## src/rtl/op_dispatcher.sv

```systemverilog
// Plotter command-path sequencer: applies the pen state each opcode needs, waits for
// the servo to settle, then triggers the linear or circular unit and waits for its done.
module op_dispatcher #(
  parameter int unsigned PEN_SETTLE_CYCLES = 4,
  parameter int unsigned TIMEOUT_CYCLES    = 1000000
) (
  input  logic       clk,
  input  logic       reset,
  input  logic       clk_en,
  input  logic       op_valid,
  input  logic [2:0] op_type,
  output logic       op_ready,
  input  logic       linear_done_in,
  input  logic       circular_done_in,
  output logic       trigger_linear,
  output logic       trigger_circular,
  output logic       circ_dir,
  output logic       pen_down,
  output logic       done_out,
  output logic       err_illegal,
  output logic       err_timeout
);

  localparam int unsigned SW = (PEN_SETTLE_CYCLES > 0) ? $clog2(PEN_SETTLE_CYCLES + 1) : 1;
  localparam int unsigned TW = (TIMEOUT_CYCLES > 0) ? $clog2(TIMEOUT_CYCLES + 1) : 1;
  localparam logic [SW-1:0] SETTLE_LAST = SW'((PEN_SETTLE_CYCLES > 0) ? PEN_SETTLE_CYCLES - 1 : 0);
  localparam logic [TW-1:0] WD_LAST     = TW'((TIMEOUT_CYCLES > 0) ? TIMEOUT_CYCLES - 1 : 0);

  localparam logic [2:0] OP_NOP      = 3'd0;
  localparam logic [2:0] OP_RAPID    = 3'd1;
  localparam logic [2:0] OP_LINEAR   = 3'd2;
  localparam logic [2:0] OP_ARC_CW   = 3'd3;
  localparam logic [2:0] OP_ARC_CCW  = 3'd4;
  localparam logic [2:0] OP_PEN_UP   = 3'd5;
  localparam logic [2:0] OP_PEN_DOWN = 3'd6;
  localparam logic [2:0] OP_ILLEGAL  = 3'd7;

  typedef enum logic [1:0] {S_IDLE, S_PEN_MOVE, S_TRIG, S_WAIT_DONE} state_t;

  state_t        state_q, state_d;
  logic          pen_down_q, pen_down_d;
  logic          circ_dir_q, circ_dir_d;
  logic          sel_circ_q, sel_circ_d;
  logic          pend_q, pend_d;
  logic [SW-1:0] settle_cnt_q, settle_cnt_d;
  logic [TW-1:0] wd_cnt_q, wd_cnt_d;
  logic          err_illegal_q, err_illegal_d;
  logic          err_timeout_q, err_timeout_d;

  logic sel_done, settle_last, wd_expire, pen_tgt;

  always_comb begin
    state_d       = state_q;
    pen_down_d    = pen_down_q;
    circ_dir_d    = circ_dir_q;
    sel_circ_d    = sel_circ_q;
    pend_d        = pend_q;
    settle_cnt_d  = settle_cnt_q;
    wd_cnt_d      = wd_cnt_q;
    err_illegal_d = err_illegal_q;
    err_timeout_d = err_timeout_q;
    pen_tgt       = 1'b0;
    sel_done      = sel_circ_q ? circular_done_in : linear_done_in;
    settle_last   = (PEN_SETTLE_CYCLES <= 1) || (settle_cnt_q == SETTLE_LAST);
    wd_expire     = (TIMEOUT_CYCLES != 0) && (wd_cnt_q == WD_LAST);

    if (clk_en) begin
      case (state_q)
        S_IDLE: begin
          if (op_valid) begin
            case (op_type)
              OP_NOP: ;
              OP_ILLEGAL: err_illegal_d = 1'b1;
              OP_PEN_UP, OP_PEN_DOWN: begin
                pen_tgt = (op_type == OP_PEN_DOWN);
                if (pen_tgt != pen_down_q) begin
                  pen_down_d   = pen_tgt;
                  pend_d       = 1'b0;
                  settle_cnt_d = '0;
                  state_d      = S_PEN_MOVE;
                end
              end
              default: begin
                pen_tgt    = (op_type != OP_RAPID);
                sel_circ_d = (op_type == OP_ARC_CW) || (op_type == OP_ARC_CCW);
                if (op_type == OP_ARC_CW || op_type == OP_ARC_CCW)
                  circ_dir_d = (op_type == OP_ARC_CW);
                pend_d = 1'b1;
                if (pen_tgt != pen_down_q) begin
                  pen_down_d   = pen_tgt;
                  settle_cnt_d = '0;
                  state_d      = S_PEN_MOVE;
                end else begin
                  state_d = S_TRIG;
                end
              end
            endcase
          end
        end
        S_PEN_MOVE: begin
          if (settle_last) begin
            settle_cnt_d = '0;
            state_d      = pend_q ? S_TRIG : S_IDLE;
          end else begin
            settle_cnt_d = settle_cnt_q + 1'b1;
          end
        end
        S_TRIG: begin
          wd_cnt_d = '0;
          state_d  = S_WAIT_DONE;
        end
        S_WAIT_DONE: begin
          // done has priority over a watchdog expiring on the same edge
          if (sel_done) begin
            pend_d   = 1'b0;
            wd_cnt_d = '0;
            state_d  = S_IDLE;
          end else if (wd_expire) begin
            err_timeout_d = 1'b1;
            pen_down_d    = 1'b0;
            pend_d        = 1'b0;
            wd_cnt_d      = '0;
            state_d       = S_IDLE;
          end else begin
            wd_cnt_d = wd_cnt_q + 1'b1;
          end
        end
        default: state_d = S_IDLE;
      endcase
    end
  end

  always_ff @(posedge clk or negedge reset) begin
    if (!reset) begin
      state_q       <= S_IDLE;
      pen_down_q    <= 1'b0;
      circ_dir_q    <= 1'b0;
      sel_circ_q    <= 1'b0;
      pend_q        <= 1'b0;
      settle_cnt_q  <= '0;
      wd_cnt_q      <= '0;
      err_illegal_q <= 1'b0;
      err_timeout_q <= 1'b0;
    end else begin
      state_q       <= state_d;
      pen_down_q    <= pen_down_d;
      circ_dir_q    <= circ_dir_d;
      sel_circ_q    <= sel_circ_d;
      pend_q        <= pend_d;
      settle_cnt_q  <= settle_cnt_d;
      wd_cnt_q      <= wd_cnt_d;
      err_illegal_q <= err_illegal_d;
      err_timeout_q <= err_timeout_d;
    end
  end

  // Handshake outputs are gated by reset so they fall the moment reset asserts
  assign op_ready         = reset && (state_q == S_IDLE);
  assign trigger_linear   = reset && (state_q == S_TRIG) && !sel_circ_q;
  assign trigger_circular = reset && (state_q == S_TRIG) && sel_circ_q;
  assign done_out         = reset && (((state_q == S_IDLE) && !(clk_en && op_valid)) ||
                                      ((state_q == S_WAIT_DONE) && clk_en && sel_done));
  assign pen_down         = pen_down_q;
  assign circ_dir         = circ_dir_q;
  assign err_illegal      = err_illegal_q;
  assign err_timeout      = err_timeout_q;

endmodule

```

## config.mk

```make
export PLATFORM = sky130hd
export DESIGN_NAME = op_dispatcher
export DESIGN_NICKNAME = d
export VERILOG_FILES = /design/src/rtl/op_dispatcher.sv
export SDC_FILE = /design/constraint.sdc
export NUM_CORES = 1
export LEC_CHECK = 0
export ABC_AREA = 1
export CAP_MARGIN = 10
export CORE_MARGIN = 5
export CORE_UTILIZATION = 35
export CTS_CLUSTER_SIZE = 8
export DETAILED_ROUTE_END_ITERATION = 6
export PLACE_DENSITY = 0.57
export SLEW_MARGIN = 20
export SYNTH_ARGS = -nofsm -noshare
export SYNTH_HDL_FRONTEND = slang
export SYNTH_SLANG_ARGS = --single-unit
```

## constraint.sdc

```tcl
create_clock -name clk -period 1.41 [get_ports clk]
set_input_delay 0.282 -clock clk [delete_from_list [all_inputs] [get_ports clk]]
set_output_delay 0.282 -clock clk [all_outputs]
set_load 0.1 [all_outputs]
```

==> impl_results.md, run 1 <==
- Wire per inst: 12.4 um
- Most common cell after layout, fill and taps aside: nand2_1
- Synth Net Count: 309
- Layout area overhead: 65.3%
- Die ar.: 7740 um^2
- Gr ovfl total: 0
- Worst setup EP type: primary output
- CP Max Fanout: 2
- CTS Sinks: 31
- Total number of vias: 2,140
- Worst setup SP type: register
- Pleak: 1.64 nW
- Pre-CTS WS: -0.422 ns
- Post-synth cell types: 33
- Vias per cell: 4.69
- RSZ-0062 raised after global routing: true
- Warnings, synthesis: 0
- Worst IR drop on VDD: 1.23 mV
- # rows: 28
- Routability Congestion: 0.845
- Max Freq: 564 MHz
- Slew Viols, Final: 0
- Most frequent cells in the layout: nand2_1 (69), buf_4 (48), dfrtp_1 (28)
- Sequential Area: 782 um^2
- Sequential fraction of the synthesis area: 36.4%
- IO Count: 17
- Worst setup path category: register to primary output
- Rel. slew slack: 72.2%
- Global-route wire length before repair: 9540 um
- Inserted Diodes: 0
- Area of the multi-input gates: 1570 um^2
- Drt total wl: 5670 um
- Top-area cell type share of the netlist area: 36.4%
- Reg2Reg Setup Slack: -0.23 ns
- Worst skew pair latency: 0.29 ns
- Mapped Cells: 293
- Top cells by area, synth: dfrtp_1 (36%), nand2_1 (15%), inv_1 (6.7%)
- WP data required: 1.13 ns
- Drt first pass iters: 4
- #FFs+latches synth: 31
- H-tree levels: 2
- Final setup violation count: 33
- Clock skew: 0.0101 ns
- Post-synth top area cell: dfrtp_1
- Worst-Margin Slew: 0.418 ns
- Die height: 88 um
- Initial Util: 36.0%
- Worst path arrival time: 1.49 ns
- Max Cap Violations: 0
- Crit path largest cell delay: 0.41 ns
- Avg Inst Size Synth: 7.27 um^2
- IO Port Bufs: 16
- CTS root buf: clkbuf_8
- Clock-pin transition on the worst setup and hold timing paths: 0.08 ns
- Final Cycle Share: 126%
- Core area: 5920 um^2
- Failing checks: negative setup slack
- Cell Area, Synth: 2130 um^2
- Min-delay worst type: register to register
- CP cell instances: buf_6 -> ha_4 -> nand2_4 -> o32ai_4 -> buf_12
- Final Power: 5.16 mW
- Run status: complete, but fails checks
- Die X: 88 um
- Final TNS setup: -4.95 ns
- Layout cells sized above 1: 48.8%
- TritonCTS Buffers: 5
- Overall routing resource usage: 15.8%
- DP Wirelength: 3890 um
- Filler instances: 494
- Worst path slowest cell: dfrtp_2
- Vias in the first global route: 2,021
- Final min period: 1.77 ns
- DRC: 0
- Ratio of total power to cell area: 1470 nW/um^2
- CTS tree: done
- Pin count of the biggest net entering global routing: 32
- Final WS setup: -0.363 ns
- Drt initial violations: 89
- Final #Nets: 396
- Initial antenna violation count: 0
- Hold_ws: 0.489 ns
- Final ANT Viol Nets: 0
- Clock buffer depth: 2
- Hold buffer count at CTS: 0
- Fin. Hold Viols: 0
## layout make-up
type,count,share of cell area (%)
multi-input combinational,218,44.6
tap,75,2.67
timing repair inverter,1,0.320
timing repair buffer,80,22.2
inverter,43,5.47
clock inverter,1,0.142
sequential,31,22.2
clock buffer,7,2.45
## synthesized netlist by cell type
cell and instances:
nand4_1 8, nor2_4 2, buf_12 1, a31oi_1 1
nor2_1 34, nand2_4 3, xor2_1 7, inv_2 4
nand3_2 2, nand3_4 2, nor2_2 14, o32ai_1 1
o21ai_1 1, dfrtp_1 31, clkinv_4 1, nand3b_1 1
nor3_1 5, o31ai_1 1, nand3_1 18, o21bai_1 3
ha_1 7, a211oi_1 1, nand2_1 86, nand4_2 1
nor3b_1 1, nand2_2 2, o21ai_0 7, inv_1 38
xnor2_1 1, or2_2 1, nor3_2 2, buf_6 1
a21oi_1 5
## cell families (layout without fill, tap and decap cells)
| kind of cell | count (synthesis) | in the layout | share of synthesized area (%) |
|---|---|---|---|
| AND/OR/NAND/NOR | 182 | 183 | 41.4 |
| buffers and inverters | 45 | 132 | 9.28 |
| flip-flops | 31 | 31 | 36.4 |
| AO/OA/AOI/OAI | 20 | 20 | 5.52 |
| XOR/XNOR | 8 | 8 | 3.29 |
| adder cells (fa/ha/maj) | 7 | 7 | 4.11 |
## registers in the layout, summed over array words and instances (netlist names)
| register | cells |
|---|---|
| wd_cnt_q | 20 |
| settle_cnt_q | 3 |
| state_q | 2 |
| circ_dir | 1 |
| err_illegal | 1 |
| err_timeout | 1 |
| pen_down | 1 |
| pend_q | 1 |
| sel_circ_q | 1 |
## stage by stage
step,area (um^2),instances,utilization (%)
CTS,3200,449,54.1
detailed placement,2920,429,49.3
global route,3520,456,59.5
floorplan,2270,293,-
finish,3520,456,59.5
global placement,2920,429,49.3
## report_power, final
| group | internal, mW | total [mW] | switching, mW | leakage, nW |
|---|---|---|---|---|
| sequential | 1.05 | 1.21 | 0.165 | 0.414 |
| combinational | 1.36 | 3.19 | 1.83 | 1.18 |
| clock | 0.394 | 0.763 | 0.369 | 0.0482 |
| total | 2.80 | 5.16 | 2.36 | 1.64 |
## worst max-delay path, delay by kind of cell, from the launching register on
| family | cells | cell delay (ns) |
|---|---|---|
| flip-flops | 1 | 0.41 |
| buffers and inverters | 2 | 0.33 |
| adder cells (fa/ha/maj) | 1 | 0.14 |
| AND/OR/NAND/NOR | 1 | 0.06 |
| AO/OA/AOI/OAI | 1 | 0.25 |
## what timing repair did
item / CTS / global route
gates resized for setup: 26 / 71
cloned: 1 / 1
setup buffers: 11 / 6
setup endpoints to repair: 33 / 34
pin swaps: 12 / 27
## layer usage
layer	vias to the layer above	wire length [um]	share of wire [%]	track usage [%]
met2	21	2800	49	25.8
li1	1097	-	-	-
met5	-	0	0	0
met4	0	61	1.1	3.77
met3	7	160	2.8	3.76
met1	1015	2650	47	21.3
## worst paths after layout
check / from / end / depth (start not counted)
max reg2reg: state_q[0] / state_q[1] / 10
max: state_q[0] / done_out / 5
max in group asynchronous: reset / pen_down / 3
min reg2reg: settle_cnt_q[2] / settle_cnt_q[2] / 2
min: settle_cnt_q[2] / settle_cnt_q[2] / 2
min in group asynchronous: reset / wd_cnt_q[7] / 3
Power figures use the tool's default switching activity.
==> run 2, diff against run 1 <==
Settings changed: SKIP_LAST_GASP from default to 1.
==> impl_results.md, run 2 (same netlist as run 1, synthesis figures left out) <==
- # rows: 28
- Gr ovfl total: 0
- Global-route wire length before repair: 9540 um
- Total number of vias: 2,133
- Most common cell after layout, fill and taps aside: nand2_1
- Fin. Hold Viols: 0
- Layout area overhead: 63.0%
- Inserted Diodes: 0
- TritonCTS Buffers: 5
- Die X: 88 um
- Initial Util: 36.0%
- Ratio of total power to cell area: 1470 nW/um^2
- Worst setup SP type: input pin
- Drt total wl: 5600 um
- Clock-pin transition on the worst setup and hold timing paths: 0.07 ns
- Pin count of the biggest net entering global routing: 32
- Worst path slowest cell: clkdlybuf4s50_1
- Worst-Margin Slew: 0.419 ns
- IO Count: 17
- DRC: 0
- Vias per cell: 4.68
- DP Wirelength: 3890 um
- Final WS setup: -0.377 ns
- Max FFs per register: 20
- WP data required: 1.13 ns
- Final #Nets: 396
- Overall routing resource usage: 15.8%
- Layout cells sized above 1: 45.9%
- CTS tree: done
- Die ar.: 7740 um^2
- Vias in the first global route: 2,024
- CTS Sinks: 31
- Worst setup EP type: primary output
- Max Cap Violations: 0
- Crit path largest cell delay: 0.49 ns
- Drt initial violations: 79
- Crit path buf inv count: 3
- Final setup violation count: 33
- CP Max Fanout: 4
- Core area: 5920 um^2
- Run status: complete, but fails checks
- Drt first pass iters: 4
- Worst IR drop on VDD: 1.22 mV
- Post-layout util: 58.6%
- Biggest regs: wd_cnt_q x20, settle_cnt_q x3, state_q x2
- Routability Congestion: 0.845
- Worst skew pair latency: 0.29 ns
- Worst path arrival time: 1.51 ns
- Register with the most flip-flops: wd_cnt_q
- Final ANT Viol Nets: 0
- Most frequent cells in the layout: nand2_1 (75), buf_4 (52), dfrtp_1 (28)
- Die height: 88 um
- Failing checks: negative setup slack
- CP delay by family, top: buffers and inverters
- Clock skew: 0.0101 ns
- Wire per inst: 12.3 um
- Worst setup path category: input pin to primary output
- Pleak: 1.63 nW
- Slew Viols, Final: 0
- Hold_ws: 0.485 ns
- Hold buffer count at CTS: 0
- Min-delay worst type: register to register
- Max Freq: 560 MHz
- Rel. slew slack: 72.0%
- Clock buffer depth: 2
- RSZ-0062 raised after global routing: true
- CP cell instances: clkdlybuf4s50_1 -> buf_4 -> nand2_4 -> o32ai_4 -> buf_12
- H-tree levels: 2
- IO Port Bufs: 16
- CTS root buf: clkbuf_8
- Initial antenna violation count: 0
- Final min period: 1.79 ns
- Final Cycle Share: 127%
[run 2: cell types whose count changed in the layout (fill, tap and decap cells not counted), moves of 4 or more]
cell / change
buf_4: +4
nand2_2: -6
buf_6: -4
nand2_1: +6
[run 2: cell type report]
class	instances	area, um^2
inverters	43	193
repair buffers	80	766
clock inverters	1	5.00
well taps	75	93.8
fillers	500	2450
flip-flops and latches	31	782
multi-input cells	218	1530
clock buffers	7	86.3
repair inverters	1	11.3
[run 2: repair_timing]
action | 4_1_cts | 5_1_grt
resized for setup | 24 | 57
pin swaps | 12 | 28
cloned | 1 | 1
buffers inserted | 11 | 6
setup endpoints to repair | 33 | 34
[run 2: through the flow]
stage	setup TNS (ns)	instance area, um^2	setup slack, ns	cells	power [mW]
finish	-5.13	3470	-0.377	456	5.12
CTS	-5.35	3200	-0.351	449	4.77
floorplan	-1.50	2270	-0.408	293	2.79
global placement	-10.47	2920	-0.406	429	3.65
detailed placement	-10.86	2920	-0.422	429	3.66
global route	-7.50	3470	-0.423	456	5.42
[run 2: power breakdown]
group          total, mW  internal, mW  switching, mW
clock              0.759         0.394          0.365
sequential          1.21          1.05          0.165
combinational       3.15          1.34           1.81
total               5.12          2.78           2.34
[run 2: worst register-to-register path: stages, from the launching register on]
cell	delay, ns
dfrtp_2	0.44
inv_4	0.08
buf_6	0.09
ha_4	0.14
buf_6	0.11
nand4_1	0.16
o21ai_4	0.29
nor2_4	0.07
nand2_2	0.08
nand2_1	0.05
nand2_1	0.06
[run 2: final timing paths]
path | cells after the start | end | start | slack (ns)
worst max-delay path | 5 | done_out | clk_en | -0.38
worst min-delay path | 2 | settle_cnt_q[2] | settle_cnt_q[2] | 0.48
worst max register to register | 10 | state_q[1] | state_q[0] | -0.24
worst min register to register | 2 | settle_cnt_q[2] | settle_cnt_q[2] | 0.48
max in group asynchronous | 3 | pen_down | reset | 0.51
min in group asynchronous | 3 | wd_cnt_q[7] | reset | 0.56
[run 2: per-layer routing]
layer  GRT usage (%)  vias up  wire (um)
li1                -     1096          -
met4            3.77        0         61
met3            3.76        7        169
met1            21.3     1007       2640
met2            25.8       23       2730
met5               0        -          0
